**src/rtl/nibble_packer_if.sv**
```systemverilog
// rtl/nibble_packer_if.sv - nibble input stream and packed-word output stream bundle
interface nibble_packer_if;
  logic [3:0]  NIB_IN;
  logic        NIB_VALID;
  logic        NIB_READY;
  logic        FLUSH;
  logic [15:0] NIBBLES;
  logic [2:0]  NIBBLES_CNT;
  logic        NIBBLES_VALID;
  logic        NIBBLES_READY;

  modport master (
    output NIB_IN, NIB_VALID, FLUSH, NIBBLES_READY,
    input  NIB_READY, NIBBLES, NIBBLES_CNT, NIBBLES_VALID
  );

  modport slave (
    input  NIB_IN, NIB_VALID, FLUSH, NIBBLES_READY,
    output NIB_READY, NIBBLES, NIBBLES_CNT, NIBBLES_VALID
  );
endinterface

```
**src/rtl/nibble_packer.sv**
```systemverilog
// rtl/nibble_packer.sv - packs nibbles into 16-bit words through a 2-entry output FIFO
module nibble_packer (
  input  logic           CLK,
  input  logic           RESET_L,
  nibble_packer_if.slave bus
);
  logic [1:0]  r_fill;
  logic [15:0] r_asm;
  logic        r_flush_pend;
  logic [15:0] r_mem_word [2];
  logic [2:0]  r_mem_cnt  [2];
  logic        r_wptr;
  logic        r_rptr;
  logic [1:0]  r_count;

  logic        w_full;
  logic        w_empty;
  logic        w_accept;
  logic        w_pop;
  logic        w_push;
  logic [15:0] w_word;
  logic [2:0]  w_word_cnt;
  logic [1:0]  w_fill_nxt;
  logic [15:0] w_asm_nxt;
  logic        w_pend_nxt;

  assign w_full   = (r_count == 2'd2);
  assign w_empty  = (r_count == 2'd0);
  // Ready looks only at local state so upstream never waits on the downstream handshake.
  assign bus.NIB_READY = RESET_L && !((r_fill == 2'd3 && w_full) || r_flush_pend);
  assign w_accept = bus.NIB_VALID && bus.NIB_READY;
  assign w_pop    = bus.NIBBLES_READY && !w_empty;

  assign bus.NIBBLES_VALID = !w_empty;
  assign bus.NIBBLES       = w_empty ? 16'h0000 : r_mem_word[r_rptr];
  assign bus.NIBBLES_CNT   = w_empty ? 3'd0 : r_mem_cnt[r_rptr];

  always_comb begin
    w_word     = r_asm;
    w_word_cnt = {1'b0, r_fill};
    w_push     = 1'b0;
    w_fill_nxt = r_fill;
    w_asm_nxt  = r_asm;
    w_pend_nxt = r_flush_pend;
    if (w_accept) begin
      w_word     = r_asm | ({12'h000, bus.NIB_IN} << {r_fill, 2'b00});
      w_word_cnt = {1'b0, r_fill} + 3'd1;
    end
    // A completed word always has room: ready is low at fill=3 with a full FIFO.
    if (w_word_cnt == 3'd4) begin
      w_push     = 1'b1;
      w_fill_nxt = 2'd0;
      w_asm_nxt  = 16'h0000;
    end else if ((bus.FLUSH || r_flush_pend) && w_word_cnt != 3'd0) begin
      if (!w_full) begin
        w_push     = 1'b1;
        w_fill_nxt = 2'd0;
        w_asm_nxt  = 16'h0000;
        w_pend_nxt = 1'b0;
      end else begin
        w_pend_nxt = 1'b1;
        w_fill_nxt = w_word_cnt[1:0];
        w_asm_nxt  = w_word;
      end
    end else begin
      w_fill_nxt = w_word_cnt[1:0];
      w_asm_nxt  = w_word;
    end
  end

  always_ff @(posedge CLK) begin
    if (!RESET_L) begin
      r_fill       <= 2'd0;
      r_asm        <= 16'h0000;
      r_flush_pend <= 1'b0;
      r_wptr       <= 1'b0;
      r_rptr       <= 1'b0;
      r_count      <= 2'd0;
    end else begin
      r_fill       <= w_fill_nxt;
      r_asm        <= w_asm_nxt;
      r_flush_pend <= w_pend_nxt;
      if (w_push) begin
        r_mem_word[r_wptr] <= w_word;
        r_mem_cnt[r_wptr]  <= w_word_cnt;
        r_wptr             <= !r_wptr;
      end
      if (w_pop) begin
        r_rptr <= !r_rptr;
      end
      r_count <= r_count + {1'b0, w_push} - {1'b0, w_pop};
    end
  end
endmodule

```
**src/flat_wrapper.sv**
```systemverilog
// flat-port wrapper written by rule: the top's interface ports become plain ports
module nibble_packer_flat 
  (CLK, RESET_L, bus_NIB_IN, bus_NIB_VALID, bus_FLUSH, bus_NIBBLES_READY, bus_NIB_READY, bus_NIBBLES, bus_NIBBLES_CNT, bus_NIBBLES_VALID);
  nibble_packer_if bus_i ();
  input  logic CLK;
  input  logic RESET_L;
  input wire logic [$bits(bus_i.NIB_IN)-1:0] bus_NIB_IN;
  input wire logic [$bits(bus_i.NIB_VALID)-1:0] bus_NIB_VALID;
  input wire logic [$bits(bus_i.FLUSH)-1:0] bus_FLUSH;
  input wire logic [$bits(bus_i.NIBBLES_READY)-1:0] bus_NIBBLES_READY;
  output wire logic [$bits(bus_i.NIB_READY)-1:0] bus_NIB_READY;
  output wire logic [$bits(bus_i.NIBBLES)-1:0] bus_NIBBLES;
  output wire logic [$bits(bus_i.NIBBLES_CNT)-1:0] bus_NIBBLES_CNT;
  output wire logic [$bits(bus_i.NIBBLES_VALID)-1:0] bus_NIBBLES_VALID;
  assign bus_i.NIB_IN = bus_NIB_IN;
  assign bus_i.NIB_VALID = bus_NIB_VALID;
  assign bus_i.FLUSH = bus_FLUSH;
  assign bus_i.NIBBLES_READY = bus_NIBBLES_READY;
  assign bus_NIB_READY = bus_i.NIB_READY;
  assign bus_NIBBLES = bus_i.NIBBLES;
  assign bus_NIBBLES_CNT = bus_i.NIBBLES_CNT;
  assign bus_NIBBLES_VALID = bus_i.NIBBLES_VALID;
  nibble_packer u_core (.CLK(CLK), .RESET_L(RESET_L), .bus(bus_i));
endmodule
```
**config.mk**
```make
export PLATFORM = sky130hd
export DESIGN_NAME = nibble_packer_flat
export DESIGN_NICKNAME = d
export VERILOG_FILES = /design/src/rtl/nibble_packer_if.sv /design/src/rtl/nibble_packer.sv /design/src/flat_wrapper.sv
export SDC_FILE = /design/constraint.sdc
export NUM_CORES = 1
export LEC_CHECK = 0
export CAP_MARGIN = 30
export CELL_PAD_IN_SITES_DETAIL_PLACEMENT = 1
export CELL_PAD_IN_SITES_GLOBAL_PLACEMENT = 2
export CORE_ASPECT_RATIO = 0.9
export CORE_MARGIN = 2
export CORE_UTILIZATION = 39
export CTS_CLUSTER_SIZE = 16
export DETAILED_ROUTE_END_ITERATION = 16
export PLACE_DENSITY_LB_ADDON = 0.1
export SLEW_MARGIN = 20
export SYNTH_ARGS = -nofsm -noshare
export SYNTH_HDL_FRONTEND = slang
export SYNTH_SLANG_ARGS = --single-unit
```
**constraint.sdc**
```tcl
create_clock -name CLK -period 4.09 [get_ports CLK]
set_clock_uncertainty 0.2 [all_clocks]
set_input_delay 0.409 -clock CLK [delete_from_list [all_inputs] [get_ports CLK]]
set_output_delay 0.409 -clock CLK [all_outputs]
set_load 0.02 [all_outputs]
```
==> impl_metrics.env <==
export IMPL_status="complete, no violations"
export IMPL_cts_root_buffer="clkbuf_8"
export IMPL_syn_inst=195
export IMPL_synth_edf_count=38
export IMPL_synth_top_area_cell="edfxtp_1"
export IMPL_vdd_ir_drop_max_uv=245
export IMPL_start_util=0.407
export IMPL_path_cells="ha_1 > and4bb_4 > and3_4 > o21ai_4 > and2_4 > nor3b_2 > buf_4"
export IMPL_drive_above_1_share=0.211
export IMPL_final_setup_viol_count=0
export IMPL_grt_total_usage=0.152
export IMPL_grt_max_degree=21
export IMPL_finalMaxSlewViolations=0
export IMPL_drt_iter0_drc=67
export IMPL_grt_overflow_total=0
export IMPL_grt_pass1_vias=1723
export IMPL_max_stage_delay_ns=0.64
export IMPL_antenna_cells=0
export IMPL_die_area_um2=7600
export IMPL_hold_buffers=0
export IMPL_power_density_nw_per_um2=601
export IMPL_syn_avg_cell_area_um2=13.8
export IMPL_gp_congestion=0.826
export IMPL_synth_nets=206
export IMPL_slowest_stage="dfxtp_1"
export IMPL_route_detailed_drc=0
export IMPL_antenna_found_initial=0
export IMPL_finalSetupTns_ns=0
export IMPL_rsz0062_at_grt="no"
export IMPL_synth_top_cells_by_count="edfxtp_1, nor2_1, dfxtp_1, mux2i_1, nor2b_1"
export IMPL_finalCriticalPeriod_ns=2.83
export IMPL_wirelength_um=5320
export IMPL_clock_path_buffers=2
export IMPL_hold_path_class="reg -> reg"
export IMPL_critPathTopFamily="simple AND/OR/NAND/NOR gates"
export IMPL_dp_hpwl_um=3770
export IMPL_wl_per_cell_um=16.3
export IMPL_cp_arrival_ns=2.63
export IMPL_power_leakage_nw=1.18
export IMPL_fp_dieW_um=91.7
export IMPL_post_cts_resized=0
export IMPL_critical_path_buf_inv_count=1
export IMPL_ys_seq_area_frac=0.601
export IMPL_clock_sinks=62
export IMPL_io_pins=30
export IMPL_worst_setup_path_end_kind="flip-flop"
export IMPL_fmax_mhz=354
export IMPL_dieHeight_um=82.9
export IMPL_synth_top_area_frac=0.423
export IMPL_dp_cells=311
export IMPL_vias_per_cell=5.00
export IMPL_synth_area_top_cells="edfxtp_1, dfxtp_1, mux2i_1"
export IMPL_synthesis_area_um2=2700
export IMPL_fin_ws_ns=1.26
export IMPL_grt_pass1_wl_um=8860
export IMPL_final_cells=327
export IMPL_ys_flop_type="edfxtp_1"
export IMPL_htree_levels=3
export IMPL_ys_types=45
export IMPL_min_period_over_period=0.691
export IMPL_synth_seq_cells=62
export IMPL_vias=1635
export IMPL_area_growth_synth_to_final_pct=21.2
export IMPL_crit_required_ns=3.89
export IMPL_synthMostInstantiatedCell="edfxtp_1"
export IMPL_cts_tree="yes"
export IMPL_hold_viol=0
export IMPL_nets=243
export IMPL_insertion_delay_ns=0.33
export IMPL_firstDrtPassIters=4
export IMPL_yosys_warnings=0
export IMPL_tightest_slew_ns=0.650
export IMPL_port_buffers=29
export IMPL_start_kind="flip-flop"
export IMPL_cts_setup_buffers=0
export IMPL_rows=28
export IMPL_cts_buffers=9
export IMPL_drv_cap=0
export IMPL_critPathKind="reg -> reg"
export IMPL_relSlewSlack=0.565
export IMPL_drt_antenna_violating_nets=0
export IMPL_clkTransAtPathRegs_ns=0.07
export IMPL_async_flop_share=0
export IMPL_pre_cts_ws_ns=1.08
export IMPL_core_area_um2=6620
export IMPL_crit_fanout=19
==> report_power, final <==
part / internal (mW) / total, mW / leakage (nW) / switching [mW]
sequential: 0.707 / 0.733 / 0.561 / 0.0255
clock: 0.296 / 0.522 / 0.0964 / 0.226
combinational: 0.316 / 0.710 / 0.518 / 0.394
total: 1.32 / 1.96 / 1.18 / 0.646
==> final cells by class <==
cell class	instances	area, um2
Clock inverter	4	47.5
Fill cell	683	3350
Multi-Input combinational cell	121	997
Inverter	3	11.3
Sequential cell	62	1620
Timing Repair Buffer	35	335
Clock buffer	12	145
Tap cell	90	113
==> worst register-to-register path, cell delays in order (launching register included) <==
cell      delay [ns]
dfxtp_1         0.64
ha_1            0.35
and4bb_4        0.35
and3_4          0.20
o21ai_4         0.07
and2_4          0.19
nor3b_2         0.17
buf_4           0.30
==> registers in the layout (all words and copies together), names as in the netlist, named ones only <==
signal / count
u_core.r_flush_pend: 1
u_core.r_asm: 16
u_core.r_fill: 2
u_core.r_count: 2
u_core.r_rptr: 1
u_core.r_mem_word: 32
u_core.r_mem_cnt: 6
u_core.r_wptr: 1
==> cells in the final DEF, fill, tap and decap left out, drive strengths merged, types with 2 or more instances in the layout <==
cell type       n
nor2           25
clkbuf         12
dfxtp          24
buf             6
inv             3
nand2b          2
edfxtp         38
nand3b          2
ha              2
nand4b          2
clkdlybuf4s50  29
a31o           12
clkinv          2
a21o            4
and2            4
nor2b          22
mux2i          19
nor3            2
and3            2
xor2            3
o21ai           5
==> path summary, 6_finish.rpt <==
kind	depth (start not counted)	start	endpoint	slack [ns]
max	7	u_core.r_fill[0]	u_core.r_mem_cnt[1][2]	1.26
min	2	u_core.r_wptr	u_core.r_wptr	0.32
max reg2reg	7	u_core.r_fill[0]	u_core.r_mem_cnt[1][2]	1.26
min reg2reg	2	u_core.r_wptr	u_core.r_wptr	0.32
==> logic make-up (layout without fill, tap and decap cells) <==
family,count (synthesis),count (layout),share of synthesized area
buffers and inverters,12,54,0.0311
AOI/OAI and AO/OA,27,27,0.0877
and+or+nand+nor,69,69,0.184
DFF,62,62,0.601
xor gates and xnor gates,3,3,0.0125
muxes,20,20,0.0747
adders and majority gates,2,2,0.00927
==> stage by stage <==
step	area [um2]	power [mW]	util	hold slack [ns]
floorplan	2700	1.19	-	0.244
global placement	3080	1.45	0.465	0.285
detailed placement	3080	1.47	0.465	0.300
CTS	3270	1.99	0.494	0.311
global route	3270	2.07	0.494	0.335
finish	3270	1.96	0.494	0.317
==> metal layers <==
layer | global-route usage | routed length (um) | vias to the layer above
li1 | - | - | 781
met1 | 0.184 | 2440 | 809
met2 | 0.259 | 2630 | 37
met3 | 0.0372 | 194 | 8
met4 | 0.0647 | 66 | 0
met5 | 0 | 0 | -
(Power assumes the default switching activity.)
